**config.mk**
```make
export PLATFORM = sky130hd
export DESIGN_NAME = ula_contention_flat
export DESIGN_NICKNAME = d
export VERILOG_FILES = /design/src/rtl/ula_contention_if.sv /design/src/rtl/ula_contention.sv /design/src/flat_wrapper.sv
export SDC_FILE = /design/constraint.sdc
export NUM_CORES = 1
export LEC_CHECK = 0
export ABC_AREA = 0
export CORE_MARGIN = 2
export CORE_UTILIZATION = 50
export CTS_CLUSTER_DIAMETER = 50
export CTS_CLUSTER_SIZE = 30
export DETAILED_ROUTE_END_ITERATION = 8
export GPL_TIMING_DRIVEN = 0
export PLACE_DENSITY = 0.76
export SLEW_MARGIN = 20
export SYNTH_ARGS = -nofsm -noshare
export SYNTH_HDL_FRONTEND = slang
export SYNTH_SLANG_ARGS = --single-unit
```
**constraint.sdc**
```tcl
create_clock -name clk_ula -period 2.6 [get_ports clk_ula]
set_clock_uncertainty 0.15 [all_clocks]
set_input_delay 0.39 -clock clk_ula [delete_from_list [all_inputs] [get_ports clk_ula]]
set_output_delay 0.39 -clock clk_ula [all_outputs]
set_load 0.1 [all_outputs]
```
**src/rtl/ula_contention_if.sv**
```systemverilog
// Signal bundle between the ULA RAM sequencer and its neighbours.
// The master side drives the request inputs. The slave side drives the timing outputs.
interface ula_contention_if;
  logic       turbo;
  logic       vid_active;
  logic       cpu_contended;
  logic       tick;
  logic       cpu_ce;
  logic       vid_gnt;
  logic       fetch_stb;
  logic [1:0] fetch_idx;
  logic [2:0] stall_cnt;
  logic       stalling;

  modport master (
    output turbo, vid_active, cpu_contended,
    input  tick, cpu_ce, vid_gnt, fetch_stb, fetch_idx, stall_cnt, stalling
  );

  modport slave (
    input  turbo, vid_active, cpu_contended,
    output tick, cpu_ce, vid_gnt, fetch_stb, fetch_idx, stall_cnt, stalling
  );
endinterface

```
**src/rtl/ula_contention.sv**
```systemverilog
// Shared video/CPU RAM sequencer: T-state divider, 8-slot display fetch pattern,
// and a CPU clock enable that is withheld while video owns a contended slot.
module ula_contention #(
  parameter int CONT_SLOTS  = 6,
  parameter int FETCH_SLOTS = 4
) (
  input  logic            clk_ula,
  input  logic            nreset,
  ula_contention_if.slave bus
);

  typedef enum logic {ST_RUN, ST_STALL} stall_st_t;

  stall_st_t  st_q, st_d;
  logic [1:0] div_q;
  logic       turbo_q;
  logic       mode_vld_q;
  logic [2:0] slot_q;
  logic [2:0] len_q, len_d;
  logic [2:0] scnt_p1, scnt_d;
  logic       tick_p1, ce_p1, gnt_p1, stb_p1;
  logic [1:0] idx_p1;

  logic       eff_turbo, tick_p0, own_p0, fetch_p0, stall_p0;

  function automatic logic [2:0] sat_inc3(input logic [2:0] v);
    return (v == 3'd7) ? v : v + 3'd1;
  endfunction

  // Stage p0: decide, from the current divider and slot, what the next edge publishes.
  // Until turbo has been latched once after reset, the live input selects the mode.
  always_comb begin
    eff_turbo = mode_vld_q ? turbo_q : bus.turbo;
    tick_p0   = (div_q == 2'd3) | (eff_turbo & div_q[0]);
    own_p0    = bus.vid_active & ({1'b0, slot_q} < 4'(CONT_SLOTS));
    fetch_p0  = bus.vid_active & ({1'b0, slot_q} < 4'(FETCH_SLOTS));
    stall_p0  = tick_p0 & bus.cpu_contended & own_p0;
  end

  always_ff @(posedge clk_ula or negedge nreset) begin
    if (!nreset) st_q <= ST_RUN;
    else         st_q <= st_d;
  end

  // The stall length is published only on the tick that releases the CPU.
  always_comb begin
    st_d   = st_q;
    len_d  = len_q;
    scnt_d = scnt_p1;
    if (tick_p0) begin
      if (stall_p0) begin
        st_d  = ST_STALL;
        len_d = sat_inc3(len_q);
      end else begin
        st_d = ST_RUN;
        if (st_q == ST_STALL) begin
          scnt_d = len_q;
          len_d  = 3'd0;
        end
      end
    end
  end

  // Stage p1: registered outputs, all pulses coincident with tick.
  always_ff @(posedge clk_ula or negedge nreset) begin
    if (!nreset) begin
      div_q      <= 2'd0;
      turbo_q    <= 1'b0;
      mode_vld_q <= 1'b0;
      slot_q     <= 3'd0;
      len_q      <= 3'd0;
      scnt_p1    <= 3'd0;
      tick_p1    <= 1'b0;
      ce_p1      <= 1'b0;
      gnt_p1     <= 1'b0;
      stb_p1     <= 1'b0;
      idx_p1     <= 2'd0;
    end else begin
      div_q <= div_q + 2'd1;
      if (div_q == 2'd3) begin
        turbo_q    <= bus.turbo;
        mode_vld_q <= 1'b1;
      end
      tick_p1 <= tick_p0;
      ce_p1   <= tick_p0 & ~stall_p0;
      stb_p1  <= tick_p0 & fetch_p0;
      if (tick_p0 & fetch_p0) idx_p1 <= slot_q[1:0];
      if (!bus.vid_active) begin
        slot_q <= 3'd0;
        gnt_p1 <= 1'b0;
      end else if (tick_p0) begin
        slot_q <= slot_q + 3'd1;
        gnt_p1 <= own_p0;
      end
      len_q   <= len_d;
      scnt_p1 <= scnt_d;
    end
  end

  assign bus.tick      = tick_p1;
  assign bus.cpu_ce    = ce_p1;
  assign bus.vid_gnt   = gnt_p1;
  assign bus.fetch_stb = stb_p1;
  assign bus.fetch_idx = idx_p1;
  assign bus.stall_cnt = scnt_p1;
  assign bus.stalling  = (st_q == ST_STALL);

endmodule

```
**src/flat_wrapper.sv**
```systemverilog
// flat-port wrapper written by rule: the top's interface ports become plain ports
module ula_contention_flat 
#(
  parameter int CONT_SLOTS  = 6,
  parameter int FETCH_SLOTS = 4
)
  (clk_ula, nreset, bus_turbo, bus_vid_active, bus_cpu_contended, bus_tick, bus_cpu_ce, bus_vid_gnt, bus_fetch_stb, bus_fetch_idx, bus_stall_cnt, bus_stalling);
  ula_contention_if bus_i ();
  input  logic clk_ula;
  input  logic nreset;
  input wire logic [$bits(bus_i.turbo)-1:0] bus_turbo;
  input wire logic [$bits(bus_i.vid_active)-1:0] bus_vid_active;
  input wire logic [$bits(bus_i.cpu_contended)-1:0] bus_cpu_contended;
  output wire logic [$bits(bus_i.tick)-1:0] bus_tick;
  output wire logic [$bits(bus_i.cpu_ce)-1:0] bus_cpu_ce;
  output wire logic [$bits(bus_i.vid_gnt)-1:0] bus_vid_gnt;
  output wire logic [$bits(bus_i.fetch_stb)-1:0] bus_fetch_stb;
  output wire logic [$bits(bus_i.fetch_idx)-1:0] bus_fetch_idx;
  output wire logic [$bits(bus_i.stall_cnt)-1:0] bus_stall_cnt;
  output wire logic [$bits(bus_i.stalling)-1:0] bus_stalling;
  assign bus_i.turbo = bus_turbo;
  assign bus_i.vid_active = bus_vid_active;
  assign bus_i.cpu_contended = bus_cpu_contended;
  assign bus_tick = bus_i.tick;
  assign bus_cpu_ce = bus_i.cpu_ce;
  assign bus_vid_gnt = bus_i.vid_gnt;
  assign bus_fetch_stb = bus_i.fetch_stb;
  assign bus_fetch_idx = bus_i.fetch_idx;
  assign bus_stall_cnt = bus_i.stall_cnt;
  assign bus_stalling = bus_i.stalling;
  ula_contention #(.CONT_SLOTS(CONT_SLOTS), .FETCH_SLOTS(FETCH_SLOTS)) u_core (.clk_ula(clk_ula), .nreset(nreset), .bus(bus_i));
endmodule
```
==> impl_metrics.ini, run 1 <==
[finish]
antenna_cells = 0
final_nets = 100
area_growth_pct = 22.0
layout-drive-gt1-share_pct = 18.9
fin_area_sq_mm = 0.00110
fin_cells = 115
fin_util_pct = 64.2

[synth]
syn_inst = 73
syn_area_per_cell_sq_um = 12.3
syn_area_sq_um = 898
yosysUniqueCellTypes = 26
yosysWarnings = 0
syn_nets = 82
synth_seq_cells = 20
ys_seq_area_share_pct = 55.7

[floorplanning]
die_y_microns = 46.4
pin_count = 15
die_w_microns = 46.4
initial_utilization_pct = 52.6
dieArea_sq_mm = 0.00215
coreArea_sq_mm = 0.00171
num_rows = 15

[clock_tree]
clk_pin_slew_ns = 0.10
numCtsBuffers = 3
ctsHoldBuffers = 0
post_cts_buffers = 0
clkLatencyLatePin_ns = 0.29
cts_buffer_depth = 2
root_buffer = clkbuf_4
cts_tree = built
h-tree-depth = 1
cts_resized = 0
cts_sinks = 20

[timing]
hold_violations = 0
min_period_ns = 2.39
slew_headroom_pct = 35.7
setup_violations = 0
timing.setup.tns_ns = 0
period_share_pct = 91.9
fmax_mhz = 418
rsz0062_at_grt = false
drv_slew = 0
worst_pin_slew_ns = 0.962

[setup_path]
path_max_fanout = 4
cp-start-kind = flop
worstSetupPathType = flop to primary output
end_kind = primary output
crit_buf_inv = 1
crit_family = buffers and inverters
critPathMaxStageDelay_ns = 1.15
cpMaxStageDelayCell = clkdlybuf4s50_1
critPathArrivalTime_ns = 1.85
cp.required_ns = 2.06
ff2ff_setup_slack_ns = 0.78
crit_chain = clkdlybuf4s50_1

[global_route]
grt_pass1_wl_mm = 2.30
grt_usage_pct = 15.5
grt_max_degree = 21
grt_pass1_vias = 528
antenna_found_initial = 0
grt_overflow = 0

[power]
peakVddDrop_v = 0.000370
powerDensity_mw_per_mm2 = 770
leakage_uw = 0.000516
power.total_uw = 843

[drt]
dr.pass1.iters = 4
drc = 0
num_vias = 574
wire_per_inst_microns = 12.2
routed_via_density = 4.99
antenna_left = 0
drt-total-wl_mm = 1.41
drt_iter0_markers = 5

[placement]
hpwl_mm = 1.05
portBuffers = 13
gp_congestion = 0.637
dp.cells = 111
placed_area_sq_mm = 0.00106

[hold_path]
hold_path.class = primary input to flop

[flow_run]
maxCapViolations = 0

[run_status]
outcome = finished, final reports clean
[cells by family (layout without fill, tap and decap cells)]
group / after synthesis / in the layout / share of synthesized area [%]
multiplexers: 7 / 7 / 10.7
flip-flops: 20 / 20 / 55.7
AND/OR/NAND/NOR: 23 / 23 / 13.5
XOR/XNOR: 1 / 1 / 0.975
AO/OA/AOI/OAI: 12 / 12 / 9.61
buffers and inverters: 6 / 23 / 3.90
adder cells (fa/ha/maj): 4 / 4 / 5.57
[layout make-up]
cell class | count | area (sq um)
tap | 25 | 31.3
timing repair buffer | 13 | 130
fill | 123 | 612
sequential | 20 | 500
multi-input combinational | 47 | 363
buffer | 2 | 15.0
inverter | 4 | 20.0
clock buffer | 4 | 36.3
[cell usage after synthesis]
master,instances,area (sq um)
a21oi_1,1,5.00
nand3_1,5,25.0
dfrtp_1,20,500
and2_1,1,6.26
xnor2_1,1,8.76
nor3_1,1,5.00
buf_6,1,11.3
a221o_1,1,10.0
nand2_1,8,30.0
o21a_1,1,7.51
inv_1,3,11.3
and3_1,3,18.8
mux2i_1,1,10.0
nor2_1,2,7.51
mux2_4,5,75.1
ha_1,4,50.1
or2_2,1,6.26
mux2_2,1,11.3
o2bb2ai_1,2,17.5
and3_4,2,22.5
clkbuf_1,1,3.75
o21ai_0,3,15.0
a31oi_1,2,12.5
o21ai_2,1,8.76
o21ba_2,1,10.0
inv_6,1,8.76
[power by group]
| part | internal [uW] | switching (uW) | total [uW] |
|---|---|---|---|
| logic | 92.2 | 199 | 291 |
| clock network | 85.1 | 88.4 | 174 |
| registers | 347 | 32.0 | 379 |
[flip-flops by register name, indices dropped and copies added, names as in the netlist, 2 cells and up]
name / count
u_core.bus.fetch_idx: 2
u_core.bus.stall_cnt: 3
u_core.div_q: 2
u_core.len_q: 3
u_core.slot_q: 3
[path summary, 6_finish.rpt]
check,start,endpoint,cells after the start
max,u_core.bus.stalling$_DFFE_PN0P_,bus_stalling,1
min,bus_vid_active,u_core.slot_q[2]$_DFFE_PN0P_,2
max reg2reg,u_core.div_q[0]$_DFF_PN0_,u_core.bus.fetch_idx[0]$_DFFE_PN0P_,6
min reg2reg,u_core.div_q[0]$_DFF_PN0_,u_core.div_q[0]$_DFF_PN0_,1
max in group asynchronous,nreset,u_core.slot_q[2]$_DFFE_PN0P_,1
min in group asynchronous,nreset,u_core.div_q[1]$_DFF_PN0_,1
[stage by stage]
stage	hold slack (ns)	setup WS (ns)
final	0.304	0.210
after global routing	0.310	0.135
after CTS	0.300	0.197
after detailed placement	0.301	0.425
after global placement	0.300	0.450
after floorplan	-0.0556	0.708
[metal layers]
layer,part of all wire (%),wire length [microns],up-vias,global-route usage (%)
li1,-,-,289,-
met1,48,679,270,20.9
met2,47,662,13,24.4
met3,3.6,50,2,3.53
met4,0.85,12,0,5.14
met5,0,0,-,0
[cell usage in the layout (no fill, tap or decap), types with 2 or more instances in the layout]
cell type	instances
dfrtp_1	20
a31oi_1	2
clkbuf_4	3
and3_4	2
o2bb2ai_1	2
mux2_4	5
and3_1	3
nor2_1	2
ha_1	4
clkdlybuf4s50_1	13
nand3_1	5
inv_1	3
o21ai_0	3
nand2_1	8
Power figures use the tool's default switching activity.
==> run 2, diff against run 1 <==
--- a/config.mk
+++ b/config.mk
@@ -11,6 +11,7 @@
 export CTS_CLUSTER_DIAMETER = 50
 export CTS_CLUSTER_SIZE = 30
 export DETAILED_ROUTE_END_ITERATION = 8
+export GPL_ROUTABILITY_DRIVEN = 0
 export GPL_TIMING_DRIVEN = 0
 export PLACE_DENSITY = 0.76
 export SLEW_MARGIN = 20
==> results of run 2 <==
No change in the layout: final DEF, timing and power equal those of run 1.
==> RTL change 1, RTL diff (config.mk and constraints of run 1) <==
Make the reset (`nreset`) synchronous in 2 clocked blocks.
--- a/src/rtl/ula_contention.sv
+++ b/src/rtl/ula_contention.sv
@@ -37,7 +37,7 @@
     stall_p0  = tick_p0 & bus.cpu_contended & own_p0;
   end
 
-  always_ff @(posedge clk_ula or negedge nreset) begin
+  always_ff @(posedge clk_ula) begin
     if (!nreset) st_q <= ST_RUN;
     else         st_q <= st_d;
   end
@@ -62,7 +62,7 @@
   end
 
   // Stage p1: registered outputs, all pulses coincident with tick.
-  always_ff @(posedge clk_ula or negedge nreset) begin
+  always_ff @(posedge clk_ula) begin
     if (!nreset) begin
       div_q      <= 2'd0;
       turbo_q    <= 1'b0;
Formal check against the unedited RTL: differs if nreset is asserted again (counterexample within 4 cycles, from zero or initial values and one cycle with nreset low); with nreset held inactive, the same outputs for 10 cycles.
==> RTL change 1 against run 1 <==
Cell count up 1.7%. Highest routed layer unchanged. Sequential cell count stayed put. Fmax increased by 1.9%. Worst setup slack gained 0.044 ns. Register-to-register slack better by 0.13 ns. Design area decreased by 5.5%. Wire length about the same. Synthesized area is 8.4% lower.
Power is not compared: it rests on default switching activity, and its combinational part moved more than twofold at a synthesized area within 25%.
==> RTL change 1: results (changes against run 1) <==
| Step | Result | Value | vs run 1 |
| --- | --- | --- | --- |
| sta | Final Hold Fails | 0 | unchanged |
| placed design | HPWL after DPL | 1100 um | +4.4% |
| worst setup path | Reg2Reg Launch Point | u_core.len_q[0]$_SDFFE_PN0P_ |  |
| worst setup path | Arrival @ worst endpoint | 1.81 ns | -0.04 ns |
| global routing | Pin count of the biggest net entering global routing | 13 | -38% |
| synthesis | Commonest cells in the netlist | 20 x sky130_fd_sc_hd__dfxtp_1, 15 x sky130_fd_sc_hd__nand2_1, 9 x sky130_fd_sc_hd__mux2i_1 |  |
| worst setup path | Largest fanout of any net on the critical path | 3 | -1 |
| routing | Post-detailed-route via-to-cell ratio | 5.15 | +3.3% |
| routing | Initial DRC Count | 4 | -1 |
| placed design | Final GP Congestion | 0.787 | +24% |
| worst setup path | Worst setup path endpoint | bus_stalling |  |
| routing | WL per Instance | 12.0 um | -1.6% |
| layout | Fillers | 129 | +4.9% |
| global routing | Vias in the first global route | 582 | +10% |
| synthesis | Sequential fraction of the synthesis area | 0.486 | -0.0708 |
| global routing | First-pass GRT wire length | 2440 um | +5.7% |
| synthesis | Share of synthesized registers carrying an async set or reset | 0 | -1.00 |
| worst setup path | End of the worst register-to-register path | u_core.len_q[0]$_SDFFE_PN0P_ |  |
| hold path | Hold Startpoint | u_core.bus.stall_cnt[1]$_SDFFE_PN0P_ |  |
| routing | Detailed Routing Iterations Pass 1 | 3 | -1 |
| worst setup path | Beginning of the critical path | u_core.bus.stalling$_SDFFE_PN0P_ |  |
| layout | Share of layout cells above drive strength 1 | 0.129 | -0.0602 |
| clock network | Clock transition time at the flip-flop clock pins of the worst setup and hold paths | 0.11 ns |  |
| sta | Slew at the pin closest to its max-slew limit | 0.964 ns | +0.00253 ns |
| synthesis | Post-synth cell types | 24 | -7.7% |
| placed design | Input/output buffers | 14 | +1 |
| run status | Status | completed |  |
| global routing | Total GRT Usage | 0.172 | +0.0173 |
| hold path | Number of instances on the worst hold path | 2 | unchanged |
| clock network | Clock latency on the worst-skew pair | 0.30 ns |  |
| layout | Count of nets after finishing | 111 | +11% |
| power and ir drop | Leakage power of the design | 0.415 nW |  |
| clock network | Cell at the root of the clock tree | sky130_fd_sc_hd__clkbuf_4 |  |
| synthesis | Post-Syn Nets | 92 | +12% |
| synthesis | Top cells by area in the synthesized netlist | sky130_fd_sc_hd__dfxtp_1 49%, sky130_fd_sc_hd__mux2i_1 11%, sky130_fd_sc_hd__nand2_1 6.8%, sky130_fd_sc_hd__ha_1 6.1%, sky130_fd_sc_hd__nor2_1 3.2% |  |
| synthesis | Flip-flop cell with the highest count after synthesis | sky130_fd_sc_hd__dfxtp_1 |  |
| worst setup path | Reg2Reg Setup Slack | 0.91 ns | +0.13 ns |
| clock network | Number of buffers created by CTS | 3 | unchanged |
| hold path | Endpoint, Worst Hold | u_core.bus.stall_cnt[1]$_SDFFE_PN0P_ |  |
| clock network | Number of buffers on the longest clock path | 2 | unchanged |
| hold path | Worst Hold Class | reg -> reg |  |
| worst setup path | FF-to-FF path depth | 5 | -1 |
| layout | Antenna Diode Count | 0 | unchanged |
==> RTL change 1: cell type report <==
cell class	count	share of cell area
inverter	2	0.00725
clock inverter	1	0.0290
multi-input combinational	58	0.383
timing repair buffer	14	0.135
buffer	3	0.0181
clock buffer	3	0.0217
tap	16	0.0193
sequential	20	0.386
==> RTL change 1: report_power, final <==
part / internal (W) / switching, W / leakage (nW) / total (W)
registers: 0.000316 / 0.00000509 / 0.162 / 0.000321
logic: 0.0000315 / 0.0000537 / 0.225 / 0.0000852
clock network: 0.000156 / 0.0000936 / 0.0279 / 0.000249
total: 0.000503 / 0.000152 / 0.415 / 0.000656
==> RTL change 1: per-stage QoR <==
stage	hold WS (ns)	cell area (um2)	cells	total power (W)	worst slack, ns
2_1_floorplan	0.286	823	83	0.000392	0.679
3_3_place_gp	0.297	983	113	0.000412	0.573
3_5_place_dp	0.307	983	113	0.000414	0.532
4_1_cts	0.331	1040	117	0.000659	0.250
5_1_grt	0.352	1040	117	0.000684	0.195
6_report	0.322	1040	117	0.000656	0.254
==> RTL change 1: cell families after synthesis <==
family	share of synthesized area
adders and majority gates	0.0608
xor gates and xnor gates	0.0106
and+or+nand+nor	0.204
buffers and inverters	0.0319
DFF	0.486
AOI/OAI and AO/OA	0.0790
muxes	0.128
==> RTL change 1: per-layer routing <==
| metal | wire length, um | GRT usage |
|---|---|---|
| met5 | 0 | 0 |
| met4 | 10 | 0.0727 |
| met3 | 65 | 0.0367 |
| met2 | 695 | 0.275 |
| met1 | 634 | 0.224 |
==> RTL change 1: worst min-delay path, cell delays in order (launching register included) <==
cell,delay (ns)
sky130_fd_sc_hd__dfxtp_1,0.32
sky130_fd_sc_hd__nand2_1,0.05
sky130_fd_sc_hd__mux2i_1,0.06
==> RTL change 2, RTL diff (flow settings as in run 1) <==
Without the edit above. `CONT_SLOTS` is set to 6 in 2 places; all go to 5.
--- a/src/rtl/ula_contention.sv
+++ b/src/rtl/ula_contention.sv
@@ -1,7 +1,7 @@
 // Shared video/CPU RAM sequencer: T-state divider, 8-slot display fetch pattern,
 // and a CPU clock enable that is withheld while video owns a contended slot.
 module ula_contention #(
-  parameter int CONT_SLOTS  = 6,
+  parameter int CONT_SLOTS  = 5,
   parameter int FETCH_SLOTS = 4
 ) (
   input  logic            clk_ula,
--- a/src/flat_wrapper.sv
+++ b/src/flat_wrapper.sv
@@ -1,7 +1,7 @@
 // flat-port wrapper written by rule: the top's interface ports become plain ports
 module ula_contention_flat 
 #(
-  parameter int CONT_SLOTS  = 6,
+  parameter int CONT_SLOTS  = 5,
   parameter int FETCH_SLOTS = 4
 )
   (clk_ula, nreset, bus_turbo, bus_vid_active, bus_cpu_contended, bus_tick, bus_cpu_ce, bus_vid_gnt, bus_fetch_stb, bus_fetch_idx, bus_stall_cnt, bus_stalling);
Behaviour: same outputs for any inputs over 10 cycles, from zero or initial values and one cycle with nreset low; that may be too few to reach the edited logic, so the function may still have changed.
==> RTL change 2 against run 1 <==
Synthesized area fell by 0.56%. Via count rose by 0.87%. First-iteration DRC count decreased by 40%. Power grew 8.9%. Register-to-register slack hardly changed. Worst setup slack worse by 0.029 ns. Cell count rose by 0.87%. Core utilization is 1.2 points higher. Design area rose by 1.9%. Hold slack gained 0.012 ns. Sequential cell count did not move. Wire length increased by 0.78%. Clock power grew 45%.
==> RTL change 2: results (changes against run 1) <==
| Step | Result | Value | vs run 1 |
| --- | --- | --- | --- |
| run status | Status | completed |  |
| synthesis | Post-synth cell types | 25 | -3.8% |
| placed design | HPWL after DPL | 1060 um | +0.79% |
| placed design | DP Worst Slack | 0.450 ns | +0.0250 ns |
| hold path | Number of instances on the worst hold path | 1 | -1 |
| power and ir drop | Leakage power of the design | 0.510 nW | -1.2% |
| layout | Fillers | 127 | +3.3% |
| global routing | Met2 Usage GRT | 0.225 | -0.0194 |
| layout | Number of signal-net inverters in the final layout | 5 | +1 |
| placed design | Input/output buffers | 14 | +1 |
| synthesis | Adder-cell share of the synthesized area | 0.0560 | +0.000312 |
| layout | Final clock-cell share | 0.0470 | +0.0139 |
| layout | Fin area | 1120 um2 | +1.9% |
| layout | Proportion of cell area occupied by multi-input gates | 0.318 | -0.0130 |
| synthesis | Post-synthesis xor/xnor area fraction | 0.00980 | +0.0000546 |
| hold path | Worst Hold Class | reg -> reg |  |
| clock network | Clock transition time at the flip-flop clock pins of the worst setup and hold paths | 0.12 ns | +0.02 ns |
| placed design | Final GP Congestion | 0.722 | +13% |
| synthesis | Top cells by area in the synthesized netlist | sky130_fd_sc_hd__dfrtp_1 56%, sky130_fd_sc_hd__ha_1 5.6%, sky130_fd_sc_hd__mux2_4 5.0%, sky130_fd_sc_hd__mux2_2 3.8%, sky130_fd_sc_hd__nand2_1 2.9% |  |
| synthesis | Multiplexer fraction of the synthesized cell area | 0.0994 | -0.00780 |
| synthesis | Compound-gate portion of the synthesized area | 0.106 | +0.0103 |
| power and ir drop | Largest vdd supply drop | 0.478 mV | +29% |
| synthesis | Sequential fraction of the synthesis area | 0.560 | +0.00312 |
| global routing | Met1 usage | 0.208 | -0.000923 |
| routing | Count of vias placed by the detailed router | 579 | +0.87% |
| power and ir drop | Sw Ratio | 0.353 | -0.0256 |
[RTL change 2: logic make-up after synthesis]
family,count (synthesis)
buffers and inverters,6
XOR/XNOR,1
AND/OR/NAND/NOR,21
AO/OA/AOI/OAI,14
multiplexers,7
flip-flops,20
adder cells (fa/ha/maj),4
[RTL change 2: through the flow]
stage / cells / util
2_1_floorplan: 73 / -
3_3_place_gp: 112 / 0.623
3_5_place_dp: 112 / 0.623
4_1_cts: 116 / 0.654
5_1_grt: 116 / 0.654
6_report: 116 / 0.654
[RTL change 2: layer usage]
layer  vias up  wire length, um
met5         -                0
met4         0               10
met3         2               49
met2         9              670
met1       277              685
li1        291                -
[RTL change 2: path summary, 6_finish.rpt]
kind	slack [ns]	start	to
max	0.18	u_core.bus.stalling$_DFFE_PN0P_	bus_stalling
min in group asynchronous	0.42	nreset	u_core.slot_q[2]$_DFFE_PN0P_
min	0.32	u_core.div_q[0]$_DFF_PN0_	u_core.div_q[0]$_DFF_PN0_
min reg2reg	0.32	u_core.div_q[0]$_DFF_PN0_	u_core.div_q[0]$_DFF_PN0_
max in group asynchronous	1.34	nreset	u_core.slot_q[1]$_DFFE_PN0P_
max reg2reg	0.78	u_core.div_q[0]$_DFF_PN0_	u_core.bus.stall_cnt[0]$_DFFE_PN0P_
[RTL change 2: worst register-to-register path, stage by stage (launching register included)]
cell and delay (ns):
sky130_fd_sc_hd__dfrtp_1 0.39, sky130_fd_sc_hd__ha_1 0.25, sky130_fd_sc_hd__o21ba_2 0.26, sky130_fd_sc_hd__buf_6 0.15
sky130_fd_sc_hd__inv_8 0.05, sky130_fd_sc_hd__and3_4 0.18, sky130_fd_sc_hd__mux2_4 0.29
